[src/rtl/instruction_fetch_stage_pkg.sv]
// Shared IF-stage types: fetch FSM encoding, IF/ID register layout and per-edge IF/ID action.
package instruction_fetch_stage_pkg;

  typedef enum logic [1:0] {
    ST_BOOT = 2'd0,
    ST_RUN  = 2'd1,
    ST_HALT = 2'd2
  } fetch_state_e;

  typedef enum logic [1:0] {
    ACT_HOLD    = 2'd0,
    ACT_BUBBLE  = 2'd1,
    ACT_CAPTURE = 2'd2
  } if_act_e;

  localparam logic [31:0] NOP_INSTR_DEF = 32'h0000_0000;

  typedef struct packed {
    logic [31:0] pc;
    logic [31:0] pc_plus4;
    logic [31:0] instr;
    logic        valid;
  } if_id_t;

endpackage

[src/rtl/instruction_fetch_stage_if.sv]
// Instruction-memory fetch bus: address out, combinational instruction word back.
interface instruction_fetch_stage_if #(
  parameter int ADDR_W = 32
);
  logic [ADDR_W-1:0] imem_pc;
  logic [31:0]       imem_instr;

  modport master (output imem_pc, input imem_instr);
  modport slave  (input imem_pc, output imem_instr);
endinterface

[src/rtl/instruction_fetch_stage_pc_next_sel.sv]
// Combinational next-PC mux and IF/ID action select.
// Priority in RUN: branch > halt > stall > flush > normal; BOOT and HALT always bubble.
module instruction_fetch_stage_pc_next_sel
  import instruction_fetch_stage_pkg::*;
#(
  parameter int ADDR_W = 32
) (
  input  fetch_state_e      i_state,
  input  logic [ADDR_W-1:0] i_pc,
  input  logic              i_branch_taken,
  input  logic [ADDR_W-1:0] i_branch_target,
  input  logic              i_halt,
  input  logic              i_stall,
  input  logic              i_flush,
  output logic [ADDR_W-1:0] o_pc_next,
  output if_act_e           o_act,
  output logic              o_halt_req
);

  logic [ADDR_W-1:0] w_pc_plus4;
  logic              w_unused;

  assign w_pc_plus4 = i_pc + ADDR_W'(4);
  assign w_unused   = ^i_branch_target[1:0];

  always_comb begin
    o_pc_next  = i_pc;
    o_act      = ACT_HOLD;
    o_halt_req = 1'b0;
    case (i_state)
      ST_RUN: begin
        if (i_branch_taken) begin
          o_pc_next = {i_branch_target[ADDR_W-1:2], 2'b00};
          o_act     = ACT_BUBBLE;
        end else if (i_halt) begin
          o_act      = ACT_BUBBLE;
          o_halt_req = 1'b1;
        end else if (i_stall) begin
          o_act = ACT_HOLD;
        end else if (i_flush) begin
          o_pc_next = w_pc_plus4;
          o_act     = ACT_BUBBLE;
        end else begin
          o_pc_next = w_pc_plus4;
          o_act     = ACT_CAPTURE;
        end
      end
      default: o_act = ACT_BUBBLE;
    endcase
  end

endmodule

[src/rtl/instruction_fetch_stage.sv]
// IF stage: owns the PC, fetches from combinational imem, fills the IF/ID register (1-clock latency).
// Optional IF_PERF_COUNTERS_EN adds saturating fetch/bubble counters.
module instruction_fetch_stage
  import instruction_fetch_stage_pkg::*;
#(
  parameter int                ADDR_W    = 32,
  parameter logic [ADDR_W-1:0] RESET_PC  = '0,
  parameter logic [31:0]       NOP_INSTR = NOP_INSTR_DEF
) (
  input  logic                      clk,
  input  logic                      reset,
  instruction_fetch_stage_if.master imem,
  input  logic                      stall,
  input  logic                      flush,
  input  logic                      branch_taken,
  input  logic [ADDR_W-1:0]         branch_target,
  input  logic                      halt,
  output logic [ADDR_W-1:0]         if_id_pc,
  output logic [ADDR_W-1:0]         if_id_pc_plus4,
  output logic [31:0]               if_id_instr,
  output logic                      if_id_valid,
  output logic [1:0]                fetch_state
`ifdef IF_PERF_COUNTERS_EN
  ,
  output logic [31:0]               perf_fetch_cnt,
  output logic [31:0]               perf_bubble_cnt
`endif
);

  fetch_state_e      r_state;
  fetch_state_e      w_state_next;
  logic [ADDR_W-1:0] r_pc;
  logic [ADDR_W-1:0] w_pc_next;
  if_act_e           w_act;
  logic              w_halt_req;
  logic [ADDR_W-1:0] r_if_id_pc;
  logic [ADDR_W-1:0] r_if_id_pc_plus4;
  logic [31:0]       r_if_id_instr;
  logic              r_if_id_valid;

  instruction_fetch_stage_pc_next_sel #(.ADDR_W(ADDR_W)) u_pc_next_sel (
    .i_state         (r_state),
    .i_pc            (r_pc),
    .i_branch_taken  (branch_taken),
    .i_branch_target (branch_target),
    .i_halt          (halt),
    .i_stall         (stall),
    .i_flush         (flush),
    .o_pc_next       (w_pc_next),
    .o_act           (w_act),
    .o_halt_req      (w_halt_req)
  );

  always_ff @(posedge clk) begin
    if (reset) r_state <= ST_BOOT;
    else       r_state <= w_state_next;
  end

  always_comb begin
    w_state_next = r_state;
    case (r_state)
      ST_BOOT: w_state_next = ST_RUN;
      ST_RUN:  if (w_halt_req) w_state_next = ST_HALT;
      ST_HALT: w_state_next = ST_HALT;
      default: w_state_next = ST_BOOT;
    endcase
  end

  always_ff @(posedge clk) begin
    if (reset) begin
      r_pc             <= RESET_PC;
      r_if_id_pc       <= '0;
      r_if_id_pc_plus4 <= '0;
      r_if_id_instr    <= NOP_INSTR;
      r_if_id_valid    <= 1'b0;
    end else begin
      r_pc <= w_pc_next;
      case (w_act)
        ACT_CAPTURE: begin
          r_if_id_pc       <= r_pc;
          r_if_id_pc_plus4 <= r_pc + ADDR_W'(4);
          r_if_id_instr    <= imem.imem_instr;
          r_if_id_valid    <= 1'b1;
        end
        ACT_BUBBLE: begin
          r_if_id_pc       <= '0;
          r_if_id_pc_plus4 <= '0;
          r_if_id_instr    <= NOP_INSTR;
          r_if_id_valid    <= 1'b0;
        end
        default: ;
      endcase
    end
  end

`ifdef IF_PERF_COUNTERS_EN
  logic [31:0] r_perf_fetch_cnt;
  logic [31:0] r_perf_bubble_cnt;

  // Only RUN-state bubbles (branch/flush/halt request) count; BOOT and parked HALT cycles do not.
  always_ff @(posedge clk) begin
    if (reset) begin
      r_perf_fetch_cnt  <= '0;
      r_perf_bubble_cnt <= '0;
    end else begin
      if (w_act == ACT_CAPTURE && r_perf_fetch_cnt != 32'hFFFF_FFFF)
        r_perf_fetch_cnt <= r_perf_fetch_cnt + 32'd1;
      if (r_state == ST_RUN && w_act == ACT_BUBBLE && r_perf_bubble_cnt != 32'hFFFF_FFFF)
        r_perf_bubble_cnt <= r_perf_bubble_cnt + 32'd1;
    end
  end

  assign perf_fetch_cnt  = r_perf_fetch_cnt;
  assign perf_bubble_cnt = r_perf_bubble_cnt;
`endif

  assign imem.imem_pc    = r_pc;
  assign if_id_pc        = r_if_id_pc;
  assign if_id_pc_plus4  = r_if_id_pc_plus4;
  assign if_id_instr     = r_if_id_instr;
  assign if_id_valid     = r_if_id_valid;
  assign fetch_state     = r_state;

endmodule

[src/flat_wrapper.sv]
// flat-port wrapper written by rule: the top's interface ports become plain ports
module instruction_fetch_stage_flat import instruction_fetch_stage_pkg::*;
#(
  parameter int                ADDR_W    = 32,
  parameter logic [ADDR_W-1:0] RESET_PC  = '0,
  parameter logic [31:0]       NOP_INSTR = NOP_INSTR_DEF
)
  (clk, reset, stall, flush, branch_taken, branch_target, halt, if_id_pc, if_id_pc_plus4, if_id_instr, if_id_valid, fetch_state, imem_imem_pc, imem_imem_instr);
  instruction_fetch_stage_if #(.ADDR_W(ADDR_W)) imem_i ();
  input  logic clk;
  input  logic reset;
  input  logic stall;
  input  logic flush;
  input  logic branch_taken;
  input  logic [ADDR_W-1:0] branch_target;
  input  logic halt;
  output logic [ADDR_W-1:0] if_id_pc;
  output logic [ADDR_W-1:0] if_id_pc_plus4;
  output logic [31:0] if_id_instr;
  output logic if_id_valid;
  output logic [1:0] fetch_state;
  output wire logic [$bits(imem_i.imem_pc)-1:0] imem_imem_pc;
  input wire logic [$bits(imem_i.imem_instr)-1:0] imem_imem_instr;
  assign imem_imem_pc = imem_i.imem_pc;
  assign imem_i.imem_instr = imem_imem_instr;
  instruction_fetch_stage #(.ADDR_W(ADDR_W), .RESET_PC(RESET_PC), .NOP_INSTR(NOP_INSTR)) u_core (.clk(clk), .reset(reset), .imem(imem_i), .stall(stall), .flush(flush), .branch_taken(branch_taken), .branch_target(branch_target), .halt(halt), .if_id_pc(if_id_pc), .if_id_pc_plus4(if_id_pc_plus4), .if_id_instr(if_id_instr), .if_id_valid(if_id_valid), .fetch_state(fetch_state));
endmodule
[config.mk]
export PLATFORM = sky130hd
export DESIGN_NAME = instruction_fetch_stage_flat
export DESIGN_NICKNAME = d
export VERILOG_FILES = /design/src/rtl/instruction_fetch_stage_pkg.sv /design/src/rtl/instruction_fetch_stage_if.sv /design/src/rtl/instruction_fetch_stage_pc_next_sel.sv /design/src/rtl/instruction_fetch_stage.sv /design/src/flat_wrapper.sv
export SDC_FILE = /design/constraint.sdc
export NUM_CORES = 1
export LEC_CHECK = 0
export BUFFER_PORTS_ARGS = -buffer_cell sky130_fd_sc_hd__buf_4
export CORE_UTILIZATION = 45
export DETAILED_ROUTE_END_ITERATION = 16
export HOLD_SLACK_MARGIN = 0.1
export PLACE_DENSITY = 0.72
export SYNTH_ARGS = -nofsm -noshare
export SYNTH_HDL_FRONTEND = slang
export SYNTH_SLANG_ARGS = --single-unit
[constraint.sdc]
create_clock -name clk -period 6.75 [get_ports clk]
set_input_delay 0.675 -clock clk [delete_from_list [all_inputs] [get_ports clk]]
set_output_delay 0.675 -clock clk [all_outputs]
set_load 0.03 [all_outputs]
# Word-level counts from Yosys, hierarchy flattened
# Cells that the tools add are included.
dict set report word_totals {
  ff_bits 131
  word_cells 34
}
dict set report classes {
  addsub 1
  mux 17
  n_reduce_logical 3
  n_eq_ne 7
}
# operator n
set op_table {}
lappend op_table {{$pmux W32 S2} 3}
lappend op_table {{$mux W32} 3}
lappend op_table {{$add A32 B3 Y32 const B} 1}
lappend op_table {{$mux W2} 6}
lappend op_table {{$pmux W2 S3} 1}
lappend op_table {{$eq A2 B1 Y1 const B} 2}
lappend op_table {{$eq A2 B2 Y1 const B} 2}
lappend op_table {{$ne A2 B2 Y1 const B} 2}
lappend op_table {{$mux W1} 3}
lappend op_table {{$reduce_and A3 Y1} 1}
lappend op_table {{$logic_not A2 Y1} 1}
lappend op_table {{$ne A2 B1 Y1 const B} 1}
lappend op_table {{$pmux W1 S2} 1}
lappend op_table {{$reduce_bool A2 Y1} 1}

# Depth between registers and ports, before layout
# Gate-level depths: netlist of run 1.
dict set report logic_depth {
  depth_word 7
  ltp_mapped 11
  ltp_nobuf 7
}

# Cells and area by module
# From an unflattened synthesis of run 1, not the netlist that was laid out.
dict set report unflattened {
  hier_cells 688
  area_unflattened_um2 6009.5
}
# module area_per_inst_um2 cells_per_inst n_inst
set by_module_without_submodules {}
lappend by_module_without_submodules {instruction_fetch_stage 4628.2 479 1}
lappend by_module_without_submodules {instruction_fetch_stage_pc_next_sel 1381.3 209 1}

# Worst setup path before layout of run 1
# No wires, ideal clock.
dict set report synth_timing {
  kind {input to register}
  start {input port branch_taken}
  end {register u_core.r_if_id_pc[7] (netlist: u_core.if_id_pc[7])}
  setup_ps 60
  path_buffers 4
  arrival_time_ps 3006
  path_stages 9
  slack_ps 3684
  path_cell_list {clkbuf_1 > clkbuf_1 > clkbuf_1 > nor2_1 > nand3_1 > ha_1 > nor3_1 > clkbuf_1 > a22o_1}
}
dict set report synth_via {
  elab_chain_cells 4
  elab_cells_between_ends 6
  cone_classes {2 x eq/ne; 3 x mux; 1 x reduce/logical}
}
# item line_no
set synth_lines {}
lappend synth_lines {{from (decl)} flat_wrapper.sv:14} ;# input logic branch_taken;
lappend synth_lines {{$mux W2 *} instruction_fetch_stage_pc_next_sel.sv:32} ;# if (i_branch_taken) begin
lappend synth_lines {{$mux W2 *} instruction_fetch_stage_pc_next_sel.sv:30} ;# case (i_state)
lappend synth_lines {{$eq A2 B1 Y1 / $eq A2 B2 Y1 (equally long branches)} instruction_fetch_stage.sv:78} ;# case (w_act)
lappend synth_lines {{$pmux W32 S2 / $reduce_bool A2 Y1 (equally long branches)} n/a}
lappend synth_lines {{to (signal assigned)} instruction_fetch_stage.sv:80} ;# r_if_id_pc <= r_pc;
lappend synth_lines {{to (decl)} instruction_fetch_stage.sv:36} ;# logic [ADDR_W-1:0] r_if_id_pc;
# Every way passes the cells marked *; elsewhere a longest branch is shown, timed or not.
# A chain may end at the register's enable or synchronous reset.

# Worst setup path in the final report of run 1
dict set report layout_timing {
  start {register u_core.r_state[1] (netlist: u_core.fetch_state[1])}
  end {register u_core.r_if_id_instr[12] (netlist: u_core.if_id_instr[12])}
}
dict set report layout_via {
  elab_chain_cells 4
  elab_cells_between_ends 6
  cone_classes {3 x eq/ne; 2 x mux; 1 x reduce/logical}
}
# item line_no
set layout_lines {}
lappend layout_lines {{from (decl)} instruction_fetch_stage.sv:30} ;# fetch_state_e r_state;
lappend layout_lines {{from (signal assigned)} instruction_fetch_stage.sv:56} ;# else r_state <= w_state_next;
lappend layout_lines {{$eq A2 B1 Y1 *} instruction_fetch_stage_pc_next_sel.sv:30}
lappend layout_lines {{$mux W2 *} instruction_fetch_stage_pc_next_sel.sv:30}
lappend layout_lines {{$eq A2 B1 Y1 / $eq A2 B2 Y1 (equally long branches)} instruction_fetch_stage.sv:78}
lappend layout_lines {{$pmux W32 S2 / $reduce_bool A2 Y1 (equally long branches)} n/a}
lappend layout_lines {{to (signal assigned)} instruction_fetch_stage.sv:82} ;# r_if_id_instr <= imem.imem_instr;
lappend layout_lines {{to (decl)} instruction_fetch_stage.sv:38} ;# logic [31:0] r_if_id_instr;
# Marks and branches as above.

==> results of run 1 <==
## power by group through the flow
stage          Sequential, W  Clock (W)  Combinational [W]
2_1_floorplan       0.000931          0           0.000202
3_3_place_gp        0.000873          0           0.000409
3_5_place_dp        0.000877          0           0.000417
4_1_cts             0.000861   0.000987           0.000418
5_1_grt             0.000870    0.00102           0.000454
6_report            0.000863   0.000970           0.000418
## per-stage QoR
step / total power (W) / instances / util
3_3_place_gp: 0.00128 / 852 / 0.587
5_1_grt: 0.00235 / 884 / 0.643
6_report: 0.00225 / 884 / 0.643
2_1_floorplan: 0.00113 / 566 / -
3_5_place_dp: 0.00129 / 852 / 0.587
4_1_cts: 0.00227 / 884 / 0.643
## worst max path at each step
stage                                startpoint                endpoint  slack [ns]  cells past startpoint
after floorplan                    branch_taken      u_core.if_id_pc[7]        3.68                      9
after global placement             branch_taken   u_core.if_id_instr[0]        3.20                      7
after detailed placement           branch_taken  u_core.if_id_instr[12]        3.05                      7
after CTS                 u_core.fetch_state[1]  u_core.if_id_instr[12]        3.22                      7
after global routing      u_core.fetch_state[1]      u_core.if_id_pc[8]        2.91                      7
final                     u_core.fetch_state[1]  u_core.if_id_instr[12]        3.21                      7
## flip-flops by register name (all words and copies together) (netlist names)
name and cells:
u_core.if_id_instr 32, u_core.if_id_pc 31, u_core.if_id_pc_plus4 30, u_core.imem.imem_pc 30
u_core.fetch_state 2, u_core.if_id_valid 1
## cells in the mapped netlist, drive strengths merged (2+ instances only)
cell type  number
and2            3
a2bb2oi         2
buf            17
a21oi          18
nor2           41
mux2i           4
nand4          13
o2bb2ai         3
or3             5
nor3            7
o211ai          3
a31oi          10
and4            3
a22o           72
nand3          22
o31ai           4
o21ai          33
a21o            2
nand2b          4
and3            9
o41ai           2
or4             6
ha              5
nor2b           5
inv             6
dfxtp         126
a211oi          4
a22oi          13
nor4b           2
xnor2           8
clkbuf         39
xor2           20
nand2          46
## final cells by class
type	count	area, um^2
fillers	980	4070
flip-flops and latches	126	2520
multi-input cells	378	2490
repair buffers	199	1490
clock buffers	28	547
well taps	143	179
clock inverters	4	95.1
inverters	6	22.5
## worst max-delay path, cell delays in order (launching register included)
cell and delay (ns):
dfxtp_1 0.31, inv_1 0.09, ha_1 0.57, nand3_1 0.20, ha_1 0.53, nor3_2 0.92
buf_4 0.60, a22o_1 0.22
## layer usage
layer  global-route usage  routed length (um)  up-vias
met3               0.0729                1350       13
li1                     -                   -     2382
met2                0.396                7050      208
met4               0.0943                 129        0
met1                0.291                6170     2313
met5                    0                   0        -
## logic make-up (layout without fill, tap and decap cells)
logic type | Yosys count | in the layout
AO/OA/AOI/OAI | 170 | 170
XOR/XNOR | 28 | 28
adder cells (fa/ha/maj) | 5 | 5
buffers and inverters | 62 | 237
flip-flops | 126 | 126
multiplexers | 4 | 4
other | 1 | 2
AND/OR/NAND/NOR | 169 | 169
## cell usage in the layout, fill, tap and decap left out, types with 3 or more instances in the layout
cell type  count
nand3_1       21
xor2_1        20
a211oi_1       4
and3_1         9
xnor2_1        8
a31oi_1       10
clkbuf_16     17
and4_1         3
mux2i_1        4
buf_4        199
a22oi_1       13
inv_1          6
or4_1          6
dfxtp_1      126
bufinv_16      3
ha_1           5
or3_1          5
and2_1         3
nand4_1       11
nor2b_1        4
o211ai_1       3
clkbuf_8       8
a21oi_1       18
o31ai_1        4
o21ai_0       32
nand2_1       44
nor2_1        40
nand2b_1       4
nor3_1         5
clkbuf_1       3
o2bb2ai_1      3
a22o_1        72
==> flow_summary.ini, run 1 <==
[run_status]
status = completed

[timing]
tightest_slew_ns = 1.05
setup_viol = 0
fmax_mhz = 282
hold_viol_final = 0
tns_ns = 0
relSlewSlack = 0.298
slew_violations = 0
layout_min_cycle_time_ns = 3.54
setup_ws_ns = 3.21
hold_ws_ns = 0.455
min_period_over_period = 0.525
rsz0062_at_grt = false
skew_ns = 0.00540

[clock_tree]
clkSinkCount = 126
path_clk_slew_ns = 0.06
cts_hold_buf = 0
ctsResizeCount = 0
h-tree-depth = 4
cts_setup_buffers = 0
clock_latency_ns = 0.41
root_buffer = clkbuf_16
cts_made_buffers = 17
cts_tree = yes
cts.path.max_buffers = 2

[power]
p_seq_frac = 0.383
power.share.clock = 0.431
p_per_area_mw_per_mm2 = 306
peakVddDrop_v = 0.000194
p_switching_w = 0.000642
p_comb_frac = 0.186
switching_share = 0.285
intPower_w = 0.00161
p_leak_nw = 3.18

[floorplan]
initial_utilization = 0.460
die_w_um = 110
design.core.area_mm2 = 0.0114
fp.dieH_um = 110
ios = 201
rows = 39
design.die.area_mm2 = 0.0121

[yosys]
synth_warnings = 0
yosys.area_share.xor_xnor = 0.0467
synthAdderAreaFrac = 0.0119
yosys.area.top_type = dfxtp_1
yosys-top-cells-area = dfxtp_1, a22o_1, xor2_1
synth_simple_gate_area_share = 0.167
synth_top_area_share = 0.480
async_flop_share = 0
syn_inst = 565
synth_compound_area_frac = 0.235
synth_mux_area_frac = 0.00762
synth_cell_type_count = 51
synthesis.area_mm2 = 0.00526
yosysSeqAreaShare = 0.480
ys_seq_elements = 126
syn_area_per_cell_um2 = 9.30
synth_edf_count = 0
ys.flop_type = dfxtp_1
synth_top_family_by_area = compound AO/OA/AOI/OAI gates

[worst_setup_path]
r2r_slack_ns = 3.21
end_kind = flop
cp.required_ns = 7.10
critPathLaunchType = flop
reg2reg_depth = 7
r2r_start = u_core.fetch_state[1]
crit_fanout = 51
r2r-end = u_core.if_id_instr[12]
path_class = reg2reg
worstPathArrival_ns = 3.89

[route]
wl_um = 14700
dr.pass1.iters = 5
vias = 4916
wl_per_cell_um = 16.6
drtAntennaViolNets = 0
viasPerCell = 5.56
drt_iter0_drc = 401
post-route-drc-count = 0

[finish]
antenna_cells = 0
syn_to_final_growth_pct = 39.8
layout-drive-gt1-share = 0.325
nNetsFinal = 803
fin_area_mm2 = 0.00735

[min_path]
whs_endpoint = u_core.if_id_pc_plus4[25]
min_from = u_core.if_id_pc_plus4[25]
min_path_cells = 2
min_path_type = reg2reg

[place]
pre_cts_ws_ns = 3.05
portBuffers = 196
hpwl_um = 10200
dpl_cell_area_mm2 = 0.00670
gp_congestion = 0.803

[grt]
antenna_found_initial = 0
grt_usage = 0.240
overflow = 0
grt_pass1_wl_um = 21900
first_global_vias = 4358
grt_max_degree = 65

[flow_run]
drv_cap = 0
(Power assumes the default switching activity.)
==> inputs of run 2 (changes only) <==
--- a/config.mk
+++ b/config.mk
@@ -5,11 +5,12 @@
 export SDC_FILE = /design/constraint.sdc
 export NUM_CORES = 1
 export LEC_CHECK = 0
+export ABC_AREA = 1
 export BUFFER_PORTS_ARGS = -buffer_cell sky130_fd_sc_hd__buf_4
 export CORE_UTILIZATION = 45
 export DETAILED_ROUTE_END_ITERATION = 16
 export HOLD_SLACK_MARGIN = 0.1
-export PLACE_DENSITY = 0.72
+export PLACE_DENSITY = 0.75
 export SYNTH_ARGS = -nofsm -noshare
 export SYNTH_HDL_FRONTEND = slang
 export SYNTH_SLANG_ARGS = --single-unit
==> constraint.sdc (replaced) <==
create_clock -name clk -period 3.1 [get_ports clk]
set_input_delay 0.31 -clock clk [delete_from_list [all_inputs] [get_ports clk]]
set_output_delay 0.31 -clock clk [all_outputs]
set_load 0.03 [all_outputs]
==> flow_summary.ini, run 2 <==
[grt]
gr-usage-met2 = 0.418
antenna_found_initial = 0
grt_pass1_wl_um = 25500
grt_max_degree = 85
top_usage_layer = met2
first_global_vias = 5129
grt_usage = 0.253
met1_usage = 0.319
grt_use_met3 = 0.0637
overflow = 0

[timing]
layout_min_cycle_time_ns = 2.26
relSlewSlack = 0.354
tightest_slew_ns = 0.965
skew_ns = 0.00725
tns_ns = 0
slew_violations = 0
hold_ws_ns = 0.126
fmax_mhz = 443
rsz0062_at_grt = false
min_period_over_period = 0.728
setup_viol = 0
hold_viol_final = 0

[yosys]
synth.most_common_cell = nand2_1
synth_cell_type_count = 38
synthesis.area_mm2 = 0.00554
syn_area_per_cell_um2 = 7.54
yosys-top-cells-area = dfxtp_1, nand2_1, a22oi_1
yosysSeqAreaShare = 0.455
ys_seq_elements = 126
synth_warnings = 0
synth_top_area_share = 0.455
synth_edf_count = 0
syn_inst = 734
yosys.area.top_type = dfxtp_1
ys.flop_type = dfxtp_1
netlist_top_cells_count = nand2_1, dfxtp_1, nor2_1
async_flop_share = 0

[run_status]
status = completed

[floorplan]
ios = 201
die_w_um = 113
initial_utilization = 0.461
rows = 40
design.core.area_mm2 = 0.0120
design.die.area_mm2 = 0.0128
fp.dieH_um = 113

[worst_setup_path]
critPathLaunchType = flop
crit_fanout = 84
worstPathArrival_ns = 2.51
path_class = reg2reg
end_kind = flop
cp.required_ns = 3.36

[place]
portBuffers = 196
hpwl_um = 10500
gp_congestion = 0.842
dpl_cell_area_mm2 = 0.00705

[clock_tree]
clock_latency_ns = 0.42
cts_tree = yes
h-tree-depth = 4
cts_setup_buffers = 0
ctsResizeCount = 0
clkSinkCount = 126
path_clk_slew_ns = 0.05
cts_hold_buf = 0
cts_made_buffers = 17
root_buffer = clkbuf_16
cts.path.max_buffers = 2

[finish]
fin_util = 0.636
syn_to_final_growth_pct = 37.9
layout_common_cells = buf_4, nand2_1, dfxtp_1, nor2_1, a21oi_1
layout_commonest_cell = buf_4
final-seq-area_mm2 = 0.00252
fin_area_mm2 = 0.00764
layout-drive-gt1-share = 0.278
antenna_cells = 0
largest_register_ffs = 32
fillCellCount = 1079
nNetsFinal = 981
multiInputGateArea_mm2 = 0.00267

[power]
p_leak_nw = 3.34
switching_share = 0.319
power_w = 0.00516
peakVddDrop_v = 0.000466
p_seq_frac = 0.377
p_per_area_mw_per_mm2 = 676
intPower_w = 0.00351
p_switching_w = 0.00165
power.share.clock = 0.391
p_comb_frac = 0.232

[route]
wl_per_cell_um = 14.9
wl_um = 15800
drtAntennaViolNets = 0
dr.pass1.iters = 5
post-route-drc-count = 0
drt_iter0_drc = 331
viasPerCell = 5.16
vias = 5495

[flow_run]
drv_cap = 0

[min_path]
min_path_type = in2reg
-- run 2: cell count changes after synthesis, sizes merged, moves of 12 or more --
cell,before,now
a21boi,0,13
a21oi,18,60
a22o,72,1
a22oi,13,51
buf,17,29
clkbuf,39,21
inv,6,33
nand2,46,194
nand3,22,41
nand4,13,0
nor2,41,104
-- run 2: routing by layer --
metal / share of wire / wire length (um)
met5: 0 / 0
met4: 0.014 / 228
met3: 0.065 / 1030
met2: 0.48 / 7560
met1: 0.44 / 7030
-- run 2: critical path: stages (launching register included) --
cell and delay, ns:
dfxtp_1 0.31, inv_1 0.09, ha_1 0.18, inv_1 0.04, nor3_1 0.18, o21ai_0 0.23, ha_4 0.44, buf_12 0.35
or2_2 0.19, a21oi_1 0.06
-- run 2: cell families after synthesis --
kind of cell | synth area share
AO/OA/AOI/OAI | 0.179
XOR/XNOR | 0.0235
adder cells (fa/ha/maj) | 0.0113
buffers and inverters | 0.0671
flip-flops | 0.455
other | 0.000677
AND/OR/NAND/NOR | 0.263
-- run 2: final cells by class --
cell class	instances	area share
flip-flops and latches	126	0.330
inverters	34	0.0170
multi-input cells	525	0.349
repair buffers	202	0.202
clock buffers	24	0.0631
well taps	147	0.0241
clock inverters	7	0.0144
-- run 2: power groups by stage --
stage,registers (W),logic [W],clock network (W)
after global placement,0.00197,0.00118,0
after detailed placement,0.00197,0.00120,0
final,0.00194,0.00120,0.00201
after floorplan,0.00219,0.000539,0
after global routing,0.00196,0.00131,0.00211
after CTS,0.00194,0.00121,0.00204
-- run 2: through the flow --
stage / setup slack (ns) / cells
global placement: 0.828 / 1034
finish: 0.844 / 1065
global route: 0.571 / 1065
CTS: 0.813 / 1065
detailed placement: 0.793 / 1034
floorplan: 0.802 / 735
-- run 2: final timing paths --
| kind | start | endpoint | slack [ns] | cells after the start |
|---|---|---|---|---|
| setup reg to reg | u_core.fetch_state[1] | u_core.if_id_valid | 0.84 | 9 |
| hold / removal | imem_imem_instr[18] | u_core.if_id_instr[18] | 0.13 | 3 |
| hold reg to reg | u_core.if_id_pc_plus4[23] | u_core.if_id_pc_plus4[23] | 0.46 | 2 |
| setup / recovery | u_core.fetch_state[1] | u_core.if_id_valid | 0.84 | 9 |
==> inputs of run 3 (changes only) <==
==> constraint.sdc (replaced) <==
create_clock -name clk -period 1.9 [get_ports clk]
set_input_delay 0.19 -clock clk [delete_from_list [all_inputs] [get_ports clk]]
set_output_delay 0.19 -clock clk [all_outputs]
set_load 0.03 [all_outputs]
==> flow_summary.ini, run 3 (synthesis results as in run 2) <==
[timing]
layout_min_cycle_time_ns = 1.93
tightest_slew_ns = 0.631
setup_viol = 5
hold_viol_final = 0
rsz0062_at_grt = true
setup_ws_ns = -0.0256
skew_ns = 0.0101
relSlewSlack = 0.580
tns_ns = -0.0528
slew_violations = 0
fmax_mhz = 519
min_period_over_period = 1.01

[worst_setup_path]
cp.required_ns = 2.23
path_class = reg2reg
cp_slowest_cell = dfxtp_4
critPathLaunchType = flop
critical_path.max_stage_delay_ns = 0.35
crit_fanout = 6
crit_chain = inv_4 > ha_4 > inv_2 > nor3_4 > nand3_2 > ha_4 > nor2_4 > buf_6 > buf_12 > a22oi_2 > nor2_1
cp_num_buf_inv = 4
end_kind = flop
worstPathArrival_ns = 2.25
cp_common_cell = ha_4
cp_top_family = simple AND/OR/NAND/NOR gates

[route]
dr.pass1.iters = 4
post-route-drc-count = 0
drt_iter0_drc = 278
drtAntennaViolNets = 0
viasPerCell = 5.17
vias = 5917
wl_um = 18400
wl_per_cell_um = 16.1

[grt]
grt_pass1_wl_um = 27200
overflow = 0
first_global_vias = 5506
grt_max_degree = 67
antenna_found_initial = 0
grt_usage = 0.271

[floorplan]
initial_utilization = 0.461
ios = 201
rows = 40
fp.dieH_um = 113
design.die.area_mm2 = 0.0128
die_w_um = 113
design.core.area_mm2 = 0.0120

[clock_tree]
cts_made_buffers = 17
path_clk_slew_ns = 0.06
h-tree-depth = 4
cts_tree = yes
clock_latency_ns = 0.41
root_buffer = clkbuf_16
clkSinkCount = 126
cts.path.max_buffers = 2

[finish]
fin_util = 0.720
nNetsFinal = 1059
fin_cells = 1144
syn_to_final_growth_pct = 56.2
largest_register_ffs = 32
layout_common_cells = buf_4, nand2_1, dfxtp_1, nor2_1, a21oi_1
layout_commonest_cell = buf_4
antenna_cells = 0
layout-drive-gt1-share = 0.318

[place]
hpwl_um = 11300
dpl.cell_count = 1046
gp_congestion = 0.855
portBuffers = 196

[power]
p_leak_nw = 3.72
power_w = 0.00850
p_per_area_mw_per_mm2 = 982
peakVddDrop_v = 0.000709

[run_status]
status = complete, but fails checks
violations = setup timing

[flow_run]
drv_cap = 0

[min_path]
min_path_type = in2reg
==> run 3: cell types whose count changed in the layout (fill, tap and decap cells not counted), moves of 5 or more <==
cell,before,now
buf_4,200,208
clkbuf_16,17,22
a22oi_1,51,27
a22oi_2,0,24
dlygate4sd3_1,0,54
==> run 3: through the flow <==
step	cell area [um^2]	setup WS (ns)	hold WS [ns]
floorplan	5610	0.000107	0.338
global placement	7210	0.0215	0.423
detailed placement	7210	-0.0610	0.433
CTS	8290	-0.0202	0.103
global route	8650	-0.146	0.116
finish	8650	-0.0256	0.115
==> run 3: tightest hold or removal path: cells and delay by family <==
family	cells	cell delay (ns)
buffers and inverters	1	0.08
AO/OA/AOI/OAI	1	0.07
AND/OR/NAND/NOR	3	0.16
==> run 3: path summary, 6_finish.rpt <==
check	from	end	slack [ns]	cells after the start
worst max-delay path	u_core.fetch_state[1]	u_core.if_id_instr[1]	-0.03	11
worst min-delay path	branch_target[30]	u_core.imem.imem_pc[30]	0.11	5
worst max register to register	u_core.fetch_state[1]	u_core.if_id_instr[1]	-0.03	11
worst min register to register	u_core.if_id_pc_plus4[7]	u_core.if_id_pc_plus4[7]	0.46	2
==> run 3: final cells by class <==
| cell class | count | area [um^2] |
|---|---|---|
| clock buffer | 18 | 429 |
| fill | 949 | 3360 |
| multi-input combinational | 525 | 2830 |
| timing repair buffer | 280 | 2450 |
| sequential | 126 | 2530 |
| inverter | 34 | 133 |
| clock inverter | 14 | 96.3 |
| tap | 147 | 184 |
==> run 3: per-layer routing <==
| layer | global-route usage | up-vias | routed length, um |
|---|---|---|---|
| met1 | 0.323 | 2720 | 7740 |
| met3 | 0.0814 | 47 | 1150 |
| met4 | 0.109 | 0 | 525 |
| met2 | 0.457 | 220 | 9040 |
| met5 | 0 | - | 0 |
| li1 | - | 2930 | - |
==> run 3: where the power goes <==
group          switching (W)  internal, W  leakage (nW)
clock                0.00123      0.00166         0.253
combinational        0.00142     0.000998          2.45
sequential          0.000314      0.00288          1.02
==> run 3: timing repair <==
action / in CTS / in global routing
hold endpoints to repair: 54 / 0
hold buffers: 54 / 0
setup buffers: 0 / 4
endpoints found under the setup margin: 45 / 92
resized for setup: 3 / 37
pin swaps: 1 / 3
cloned: 0 / 8
